**src/rtl/add16u_err_monitor_if.sv**
```systemverilog
// Sample/control/statistics bundle between the approximate-adder stream
// source (master) and the error monitor (slave).
interface add16u_err_monitor_if #(
   parameter int unsigned W     = 16,
   parameter int unsigned CNT_W = 32,
   parameter int unsigned ACC_W = 48
);
   // Run control
   logic             clr;
   logic             run;
   logic [CNT_W-1:0] n_samples;

   // Sample stream
   logic             in_valid;
   logic             in_ready;
   logic [W-1:0]     a;
   logic [W-1:0]     b;
   logic [W:0]       o;

   // Status and statistics
   logic             busy;
   logic             done;
   logic [CNT_W-1:0] sample_cnt;
   logic [CNT_W-1:0] err_cnt;
   logic [ACC_W-1:0] err_sum;
   logic [W:0]       wce;
   logic [W-1:0]     wce_a;
   logic [W-1:0]     wce_b;

   modport master (
      output clr, run, n_samples, in_valid, a, b, o,
      input  in_ready, busy, done, sample_cnt, err_cnt, err_sum, wce, wce_a, wce_b
   );

   modport slave (
      input  clr, run, n_samples, in_valid, a, b, o,
      output in_ready, busy, done, sample_cnt, err_cnt, err_sum, wce, wce_a, wce_b
   );
endinterface

```
**src/rtl/add16u_err_monitor.sv**
```systemverilog
// Error-statistics monitor for 16-bit unsigned approximate adders.
// Takes (A, B, O) triples, forms the exact sum, and accumulates sample count,
// error count, sum of |error| and worst-case error with its operands.
module add16u_err_monitor #(
   parameter int unsigned W     = 16,
   parameter int unsigned CNT_W = 32,
   parameter int unsigned ACC_W = 48
) (
   input  logic                 i_clk,
   input  logic                 i_rst,
   add16u_err_monitor_if.slave  io_mon
);

   localparam int unsigned SUM_W = ACC_W + 1;

   typedef enum logic [1:0] {
      S_IDLE  = 2'd0,
      S_RUN   = 2'd1,
      S_DRAIN = 2'd2,
      S_DONE  = 2'd3
   } state_t;

   // Control state
   state_t           r_state;
   logic [CNT_W-1:0] r_n;
   logic [CNT_W-1:0] r_acc_cnt;
   logic             r_in_ready;
   logic             r_busy;
   logic             r_done;

   // Pipeline stage 1: operands, approximate result, exact sum
   logic             r_s1_v;
   logic [W-1:0]     r_s1_a;
   logic [W-1:0]     r_s1_b;
   logic [W:0]       r_s1_o;
   logic [W:0]       r_s1_exact;

   // Pipeline stage 2: absolute error with its operands
   logic             r_s2_v;
   logic [W-1:0]     r_s2_a;
   logic [W-1:0]     r_s2_b;
   logic [W:0]       r_s2_err;

   // Statistics
   logic [CNT_W-1:0] r_sample_cnt;
   logic [CNT_W-1:0] r_err_cnt;
   logic [ACC_W-1:0] r_err_sum;
   logic [W:0]       r_wce;
   logic [W-1:0]     r_wce_a;
   logic [W-1:0]     r_wce_b;

   logic             w_start;
   logic             w_accept;
   logic [CNT_W-1:0] w_acc_inc;
   logic             w_pipe_empty;
   logic signed [W+1:0] w_diff;
   logic signed [W+1:0] w_abs;
   logic [W:0]       w_err;
   logic [SUM_W-1:0] w_sum_ext;
   logic [ACC_W-1:0] w_err_sum_nxt;

   // A run starts from IDLE or DONE; CLR overrides a simultaneous RUN
   assign w_start      = io_mon.run & ~io_mon.clr &
                         ((r_state == S_IDLE) | (r_state == S_DONE));
   assign w_accept     = io_mon.in_valid & r_in_ready;
   assign w_acc_inc    = r_acc_cnt + CNT_W'(1);
   assign w_pipe_empty = ~r_s1_v & ~r_s2_v;

   // |exact - O| in W+2-bit signed arithmetic; the magnitude always fits W+1 bits
   assign w_diff = $signed({1'b0, r_s1_exact}) - $signed({1'b0, r_s1_o});
   assign w_abs  = (w_diff < 0) ? -w_diff : w_diff;
   assign w_err  = w_abs[W:0];

   // Saturating accumulation of |error|
   assign w_sum_ext     = {1'b0, r_err_sum} + SUM_W'(r_s2_err);
   assign w_err_sum_nxt = w_sum_ext[ACC_W] ? {ACC_W{1'b1}} : w_sum_ext[ACC_W-1:0];

   // Run-control FSM with registered IN_READY/BUSY/DONE
   always_ff @(posedge i_clk or posedge i_rst) begin
      if (i_rst) begin
         r_state    <= S_IDLE;
         r_n        <= '0;
         r_acc_cnt  <= '0;
         r_in_ready <= 1'b0;
         r_busy     <= 1'b0;
         r_done     <= 1'b0;
      end else if (io_mon.clr) begin
         r_state    <= S_IDLE;
         r_n        <= '0;
         r_acc_cnt  <= '0;
         r_in_ready <= 1'b0;
         r_busy     <= 1'b0;
         r_done     <= 1'b0;
      end else if (w_start) begin
         r_state    <= S_RUN;
         r_n        <= io_mon.n_samples;
         r_acc_cnt  <= '0;
         r_in_ready <= (io_mon.n_samples != '0);
         r_busy     <= 1'b1;
         r_done     <= 1'b0;
      end else begin
         case (r_state)
            S_IDLE: begin
               r_in_ready <= 1'b0;
               r_busy     <= 1'b0;
               r_done     <= 1'b0;
            end
            S_RUN: begin
               if (r_acc_cnt >= r_n) begin
                  // Only reachable for N=0: nothing to accept
                  r_state    <= S_DRAIN;
                  r_in_ready <= 1'b0;
               end else if (w_accept) begin
                  r_acc_cnt <= w_acc_inc;
                  if (w_acc_inc >= r_n) begin
                     r_state    <= S_DRAIN;
                     r_in_ready <= 1'b0;
                  end
               end
            end
            S_DRAIN: begin
               r_in_ready <= 1'b0;
               if (w_pipe_empty) begin
                  r_state <= S_DONE;
                  r_busy  <= 1'b0;
                  r_done  <= 1'b1;
               end
            end
            S_DONE: begin
               r_in_ready <= 1'b0;
               r_busy     <= 1'b0;
               r_done     <= 1'b1;
            end
            default: begin
               r_state    <= S_IDLE;
               r_in_ready <= 1'b0;
               r_busy     <= 1'b0;
               r_done     <= 1'b0;
            end
         endcase
      end
   end

   // Two-stage compute pipeline; CLR drops whatever is in flight
   always_ff @(posedge i_clk or posedge i_rst) begin
      if (i_rst) begin
         r_s1_v     <= 1'b0;
         r_s1_a     <= '0;
         r_s1_b     <= '0;
         r_s1_o     <= '0;
         r_s1_exact <= '0;
         r_s2_v     <= 1'b0;
         r_s2_a     <= '0;
         r_s2_b     <= '0;
         r_s2_err   <= '0;
      end else if (io_mon.clr) begin
         r_s1_v <= 1'b0;
         r_s2_v <= 1'b0;
      end else begin
         r_s1_v <= w_accept;
         if (w_accept) begin
            r_s1_a     <= io_mon.a;
            r_s1_b     <= io_mon.b;
            r_s1_o     <= io_mon.o;
            r_s1_exact <= {1'b0, io_mon.a} + {1'b0, io_mon.b};
         end
         r_s2_v <= r_s1_v;
         if (r_s1_v) begin
            r_s2_a   <= r_s1_a;
            r_s2_b   <= r_s1_b;
            r_s2_err <= w_err;
         end
      end
   end

   // Statistics: cleared on start/CLR, updated from a valid stage-2 sample
   always_ff @(posedge i_clk or posedge i_rst) begin
      if (i_rst) begin
         r_sample_cnt <= '0;
         r_err_cnt    <= '0;
         r_err_sum    <= '0;
         r_wce        <= '0;
         r_wce_a      <= '0;
         r_wce_b      <= '0;
      end else if (io_mon.clr || w_start) begin
         r_sample_cnt <= '0;
         r_err_cnt    <= '0;
         r_err_sum    <= '0;
         r_wce        <= '0;
         r_wce_a      <= '0;
         r_wce_b      <= '0;
      end else if (r_s2_v) begin
         if (r_sample_cnt != {CNT_W{1'b1}}) begin
            r_sample_cnt <= r_sample_cnt + CNT_W'(1);
         end
         if ((r_s2_err != '0) && (r_err_cnt != {CNT_W{1'b1}})) begin
            r_err_cnt <= r_err_cnt + CNT_W'(1);
         end
         r_err_sum <= w_err_sum_nxt;
         // Strictly greater: ties keep the earlier sample's operands
         if (r_s2_err > r_wce) begin
            r_wce   <= r_s2_err;
            r_wce_a <= r_s2_a;
            r_wce_b <= r_s2_b;
         end
      end
   end

   assign io_mon.in_ready   = r_in_ready;
   assign io_mon.busy       = r_busy;
   assign io_mon.done       = r_done;
   assign io_mon.sample_cnt = r_sample_cnt;
   assign io_mon.err_cnt    = r_err_cnt;
   assign io_mon.err_sum    = r_err_sum;
   assign io_mon.wce        = r_wce;
   assign io_mon.wce_a      = r_wce_a;
   assign io_mon.wce_b      = r_wce_b;

endmodule
```
**src/flat_wrapper.sv**
```systemverilog
// flat-port wrapper written by rule: the top's interface ports become plain ports
module add16u_err_monitor_flat 
#(
   parameter int unsigned W     = 16,
   parameter int unsigned CNT_W = 32,
   parameter int unsigned ACC_W = 48
)
  (i_clk, i_rst, io_mon_clr, io_mon_run, io_mon_n_samples, io_mon_in_valid, io_mon_a, io_mon_b, io_mon_o, io_mon_in_ready, io_mon_busy, io_mon_done, io_mon_sample_cnt, io_mon_err_cnt, io_mon_err_sum, io_mon_wce, io_mon_wce_a, io_mon_wce_b);
  add16u_err_monitor_if #(.W(W), .CNT_W(CNT_W), .ACC_W(ACC_W)) io_mon_i ();
  input  logic i_clk;
  input  logic i_rst;
  input wire logic [$bits(io_mon_i.clr)-1:0] io_mon_clr;
  input wire logic [$bits(io_mon_i.run)-1:0] io_mon_run;
  input wire logic [$bits(io_mon_i.n_samples)-1:0] io_mon_n_samples;
  input wire logic [$bits(io_mon_i.in_valid)-1:0] io_mon_in_valid;
  input wire logic [$bits(io_mon_i.a)-1:0] io_mon_a;
  input wire logic [$bits(io_mon_i.b)-1:0] io_mon_b;
  input wire logic [$bits(io_mon_i.o)-1:0] io_mon_o;
  output wire logic [$bits(io_mon_i.in_ready)-1:0] io_mon_in_ready;
  output wire logic [$bits(io_mon_i.busy)-1:0] io_mon_busy;
  output wire logic [$bits(io_mon_i.done)-1:0] io_mon_done;
  output wire logic [$bits(io_mon_i.sample_cnt)-1:0] io_mon_sample_cnt;
  output wire logic [$bits(io_mon_i.err_cnt)-1:0] io_mon_err_cnt;
  output wire logic [$bits(io_mon_i.err_sum)-1:0] io_mon_err_sum;
  output wire logic [$bits(io_mon_i.wce)-1:0] io_mon_wce;
  output wire logic [$bits(io_mon_i.wce_a)-1:0] io_mon_wce_a;
  output wire logic [$bits(io_mon_i.wce_b)-1:0] io_mon_wce_b;
  assign io_mon_i.clr = io_mon_clr;
  assign io_mon_i.run = io_mon_run;
  assign io_mon_i.n_samples = io_mon_n_samples;
  assign io_mon_i.in_valid = io_mon_in_valid;
  assign io_mon_i.a = io_mon_a;
  assign io_mon_i.b = io_mon_b;
  assign io_mon_i.o = io_mon_o;
  assign io_mon_in_ready = io_mon_i.in_ready;
  assign io_mon_busy = io_mon_i.busy;
  assign io_mon_done = io_mon_i.done;
  assign io_mon_sample_cnt = io_mon_i.sample_cnt;
  assign io_mon_err_cnt = io_mon_i.err_cnt;
  assign io_mon_err_sum = io_mon_i.err_sum;
  assign io_mon_wce = io_mon_i.wce;
  assign io_mon_wce_a = io_mon_i.wce_a;
  assign io_mon_wce_b = io_mon_i.wce_b;
  add16u_err_monitor #(.W(W), .CNT_W(CNT_W), .ACC_W(ACC_W)) u_core (.i_clk(i_clk), .i_rst(i_rst), .io_mon(io_mon_i));
endmodule
```
**config.mk**
```make
export PLATFORM = sky130hd
export DESIGN_NAME = add16u_err_monitor_flat
export DESIGN_NICKNAME = d
export VERILOG_FILES = /design/src/rtl/add16u_err_monitor_if.sv /design/src/rtl/add16u_err_monitor.sv /design/src/flat_wrapper.sv
export SDC_FILE = /design/constraint.sdc
export NUM_CORES = 1
export LEC_CHECK = 0
export ABC_AREA = 1
export CAP_MARGIN = 20
export CORE_MARGIN = 2
export CORE_UTILIZATION = 58
export DETAILED_ROUTE_END_ITERATION = 10
export PLACE_DENSITY = 0.93
export SYNTH_ARGS = -nofsm -noshare
export SYNTH_HDL_FRONTEND = slang
export SYNTH_SLANG_ARGS = --single-unit
```
**constraint.sdc**
```tcl
create_clock -name i_clk -period 13.8 [get_ports i_clk]
set_input_delay 1.38 -clock i_clk [delete_from_list [all_inputs] [get_ports i_clk]]
set_output_delay 1.38 -clock i_clk [all_outputs]
set_load 0.05 [all_outputs]
```
==> out/metrics.cfg <==
[status]
outcome=finished clean

[clock_network]
clock_latency_ps=590
cts-htree-levels=2
clk_transition_reported_paths_ps=60
ctsResizeCount=0
clock-sinks=347
post_cts_buffers=0
cts-root-buf=clkbuf_16
cts_buffer_depth=3
cts_buffers=39
hold_buffers=0
cts_tree=done

[route]
totalWireLength_um=64400
drc=0
drt_first_pass_iters=6
wl_per_cell_um=17.0
vias=21400
drt_iter0_markers=1833
avgViaCountPerCell=5.67
final_antenna_net_count=0

[logic_synthesis]
async_reset_ff_frac=1.00
netlist_area_mm2=0.0220
synth.distinct_cells=53
ys.flop_type=dfrtp_1
ys_seq_area_frac=0.395
ys_ff_latch=347
yosysWarnings=0
synth_edf_count=0
synth_cells=3009
synth_area_leaders=dfrtp_1 (40%), nand2_1 (14%), ha_1 (7.9%), inv_1 (7.3%), o21ai_0 (5.7%)
yosysTopAreaCellShare=0.395
syn_nets=3236
avgSynthCellArea_um2=7.30
yosysTopAreaCell=dfrtp_1

[sta]
fin_ws_ps=9120
period_share=0.339
worst_pin_slew_ps=1020
setup_tns_ps=0
hold_violations=0
period_minus_slack_ps=4680
rsz0062_at_grt=no
slew_headroom=0.321
skew_ps=27.1
fmax_mhz=214
setup_viol=0
drv_slew=0

[die]
fp.dieW_um=199
fp.dieArea_mm2=0.0395
fp.dieH_um=199
boundaryPins=250
fp-row-count=71
initial_core_util=0.586
coreArea_mm2=0.0375

[min_path]
hp-class=flop to flop

[final_layout]
nets=3463
syn_to_final_growth_pct=20.0
drive_gt1_frac=0.0376
multi_input_area_mm2=0.0113
finish.instance_area_mm2=0.0264
fillCellCount=2929
num_antenna_cells=0
seqCellArea_mm2=0.00868

[setup_path]
worst_setup_path_end_kind=flop
worst_ep_arrival_time_ps=5120
critPathMostFrequentCell=inv_2
crit_path_max_fanout=71
cpMaxStageDelayCell=nand3_2
start_kind=input port
critPathMaxStageDelay_ps=950
crit_path_cell_trace=clkdlybuf4s50_1, inv_2, nand3_4, inv_2, nor2_4, buf_4, nand3_2, o21ai_0
required_ps=14250
path_class=input port to flop

[global_routing]
globalRouteOverflowTotal=0
grt_pass1_vias=20400
grt_first_pass_wirelength_um=103000
grt_antenna_before_repair=0
grt_max_degree=141
grt.total_usage=0.328

[pwr]
leakage_nw=12.7
p_total_w=0.00409
vdd_drop_max_mv=0.136
powerDensity_mw_per_mm2=155

[placed_design]
io_buffer_count=249
dpl_cell_area_mm2=0.0249
gp_congestion=1.02
pre_cts_slack_ps=8700
dp_hpwl_um=46900

[job]
maxCapViolations=0

## worst paths after layout
check	start	end	slack, ps	cells after the start
worst min register to register	u_core.r_s1_o[0]$_DFFE_PP0P_	u_core.r_s1_o[0]$_DFFE_PP0P_	470	2
worst max-delay path	io_mon_clr	u_core.io_mon.wce_a[4]$_DFFE_PP0P_	9120	8
worst max register to register	u_core.r_state[0]$_DFFE_PP0P_	u_core.io_mon.wce_a[4]$_DFFE_PP0P_	9880	8
min in group asynchronous	i_rst	u_core.r_n[22]$_DFFE_PP0N_	1420	2
worst min-delay path	u_core.r_s1_o[0]$_DFFE_PP0P_	u_core.r_s1_o[0]$_DFFE_PP0P_	470	2
max in group asynchronous	i_rst	u_core.io_mon.sample_cnt[14]$_DFFE_PP0P_	10150	5
## metal layers
| layer | vias up | GRT usage | routed length, um |
|---|---|---|---|
| met5 | - | 0 | 0 |
| met4 | 0 | 0.159 | 3090 |
| met3 | 194 | 0.0605 | 5410 |
| met2 | 1034 | 0.527 | 29700 |
| met1 | 9922 | 0.428 | 26200 |
| li1 | 10300 | - | - |
## placed cells by master, fill, tap and decap left out, drive strengths merged, types with 4 or more instances in the layout
cell type        n
nand2          816
inv            436
dfrtp          347
o21ai          260
clkdlybuf4s50  249
nor2           248
nand3          206
ha             138
a21oi          105
nor3            67
nand4           63
xor2            61
clkbuf          56
o22ai           48
xnor2           20
nor4            20
o31ai           19
or2             16
a31oi           14
buf             11
nand3b           8
and3             8
clkinv           7
o21bai           6
bufinv           6
a21o             5
a211oi           4
o211ai           4
## critical path, delay by kind of cell
family,cells,cell delay (ps)
simple gates,3,1390
compound gates,1,620
buf+inv,4,1650
## synthesized netlist by cell type (all sizes together), types with 2 or more instances
cell and instances:
a211oi 4, a21boi 3, clkinv 2, ha 138, nand3 206, nor3b 3
a21oi 105, nand2 816, xnor2 20, nor2 248, nand3b 8, and2 3
inv 433, a21o 5, buf 26, a31oi 14, o211ai 4, nor3 67
xor2 61, dfrtp 347, nand4 63, fa 3, o21bai 6, o31ai 19
o21ai 260, clkbuf 48, o22ai 48, and3 8, nor4 20, a221oi 2
or2 16
## power breakdown
group	total (W)	switching (W)	leakage [nW]	internal, W
Sequential	0.00135	0.000134	4.64	0.00121
Clock	0.00116	0.000457	0.705	0.000703
Combinational	0.00158	0.00105	7.37	0.000537
Total	0.00409	0.00164	12.7	0.00245
## stage by stage
step	utilization	hold WS [ps]	std cells
after floorplan	-	442	3009
after global placement	0.663	454	3704
after detailed placement	0.663	459	3704
after CTS	0.702	474	3776
after global routing	0.703	492	3778
final	0.703	473	3778
## cells by family after synthesis
| group | count (synthesis) | synth area share |
|---|---|---|
| flops | 347 | 0.395 |
| buf+inv | 509 | 0.0896 |
| xor+xnor | 81 | 0.0323 |
| simple gates | 1459 | 0.285 |
| fa+ha+maj | 141 | 0.0813 |
| compound gates | 472 | 0.117 |
## registers in the layout, indices dropped and copies added, names as in the netlist, 17 cells and up
| register | count |
|---|---|
| u_core.r_s1_o | 17 |
| u_core.r_s2_err | 17 |
| u_core.io_mon.wce | 17 |
| u_core.r_s1_exact | 17 |
| u_core.r_n | 32 |
| u_core.io_mon.sample_cnt | 32 |
| u_core.r_acc_cnt | 32 |
| u_core.io_mon.err_sum | 48 |
| u_core.io_mon.err_cnt | 32 |
## final cells by class
cell class	instances	area share
multi-input combinational	2153	0.430
timing repair buffer	260	0.0992
tap	511	0.0242
clock inverter	16	0.0117
inverter	435	0.0623
sequential	347	0.329
clock buffer	56	0.0436
No activity file was read; power rests on OpenSTA's default activity.
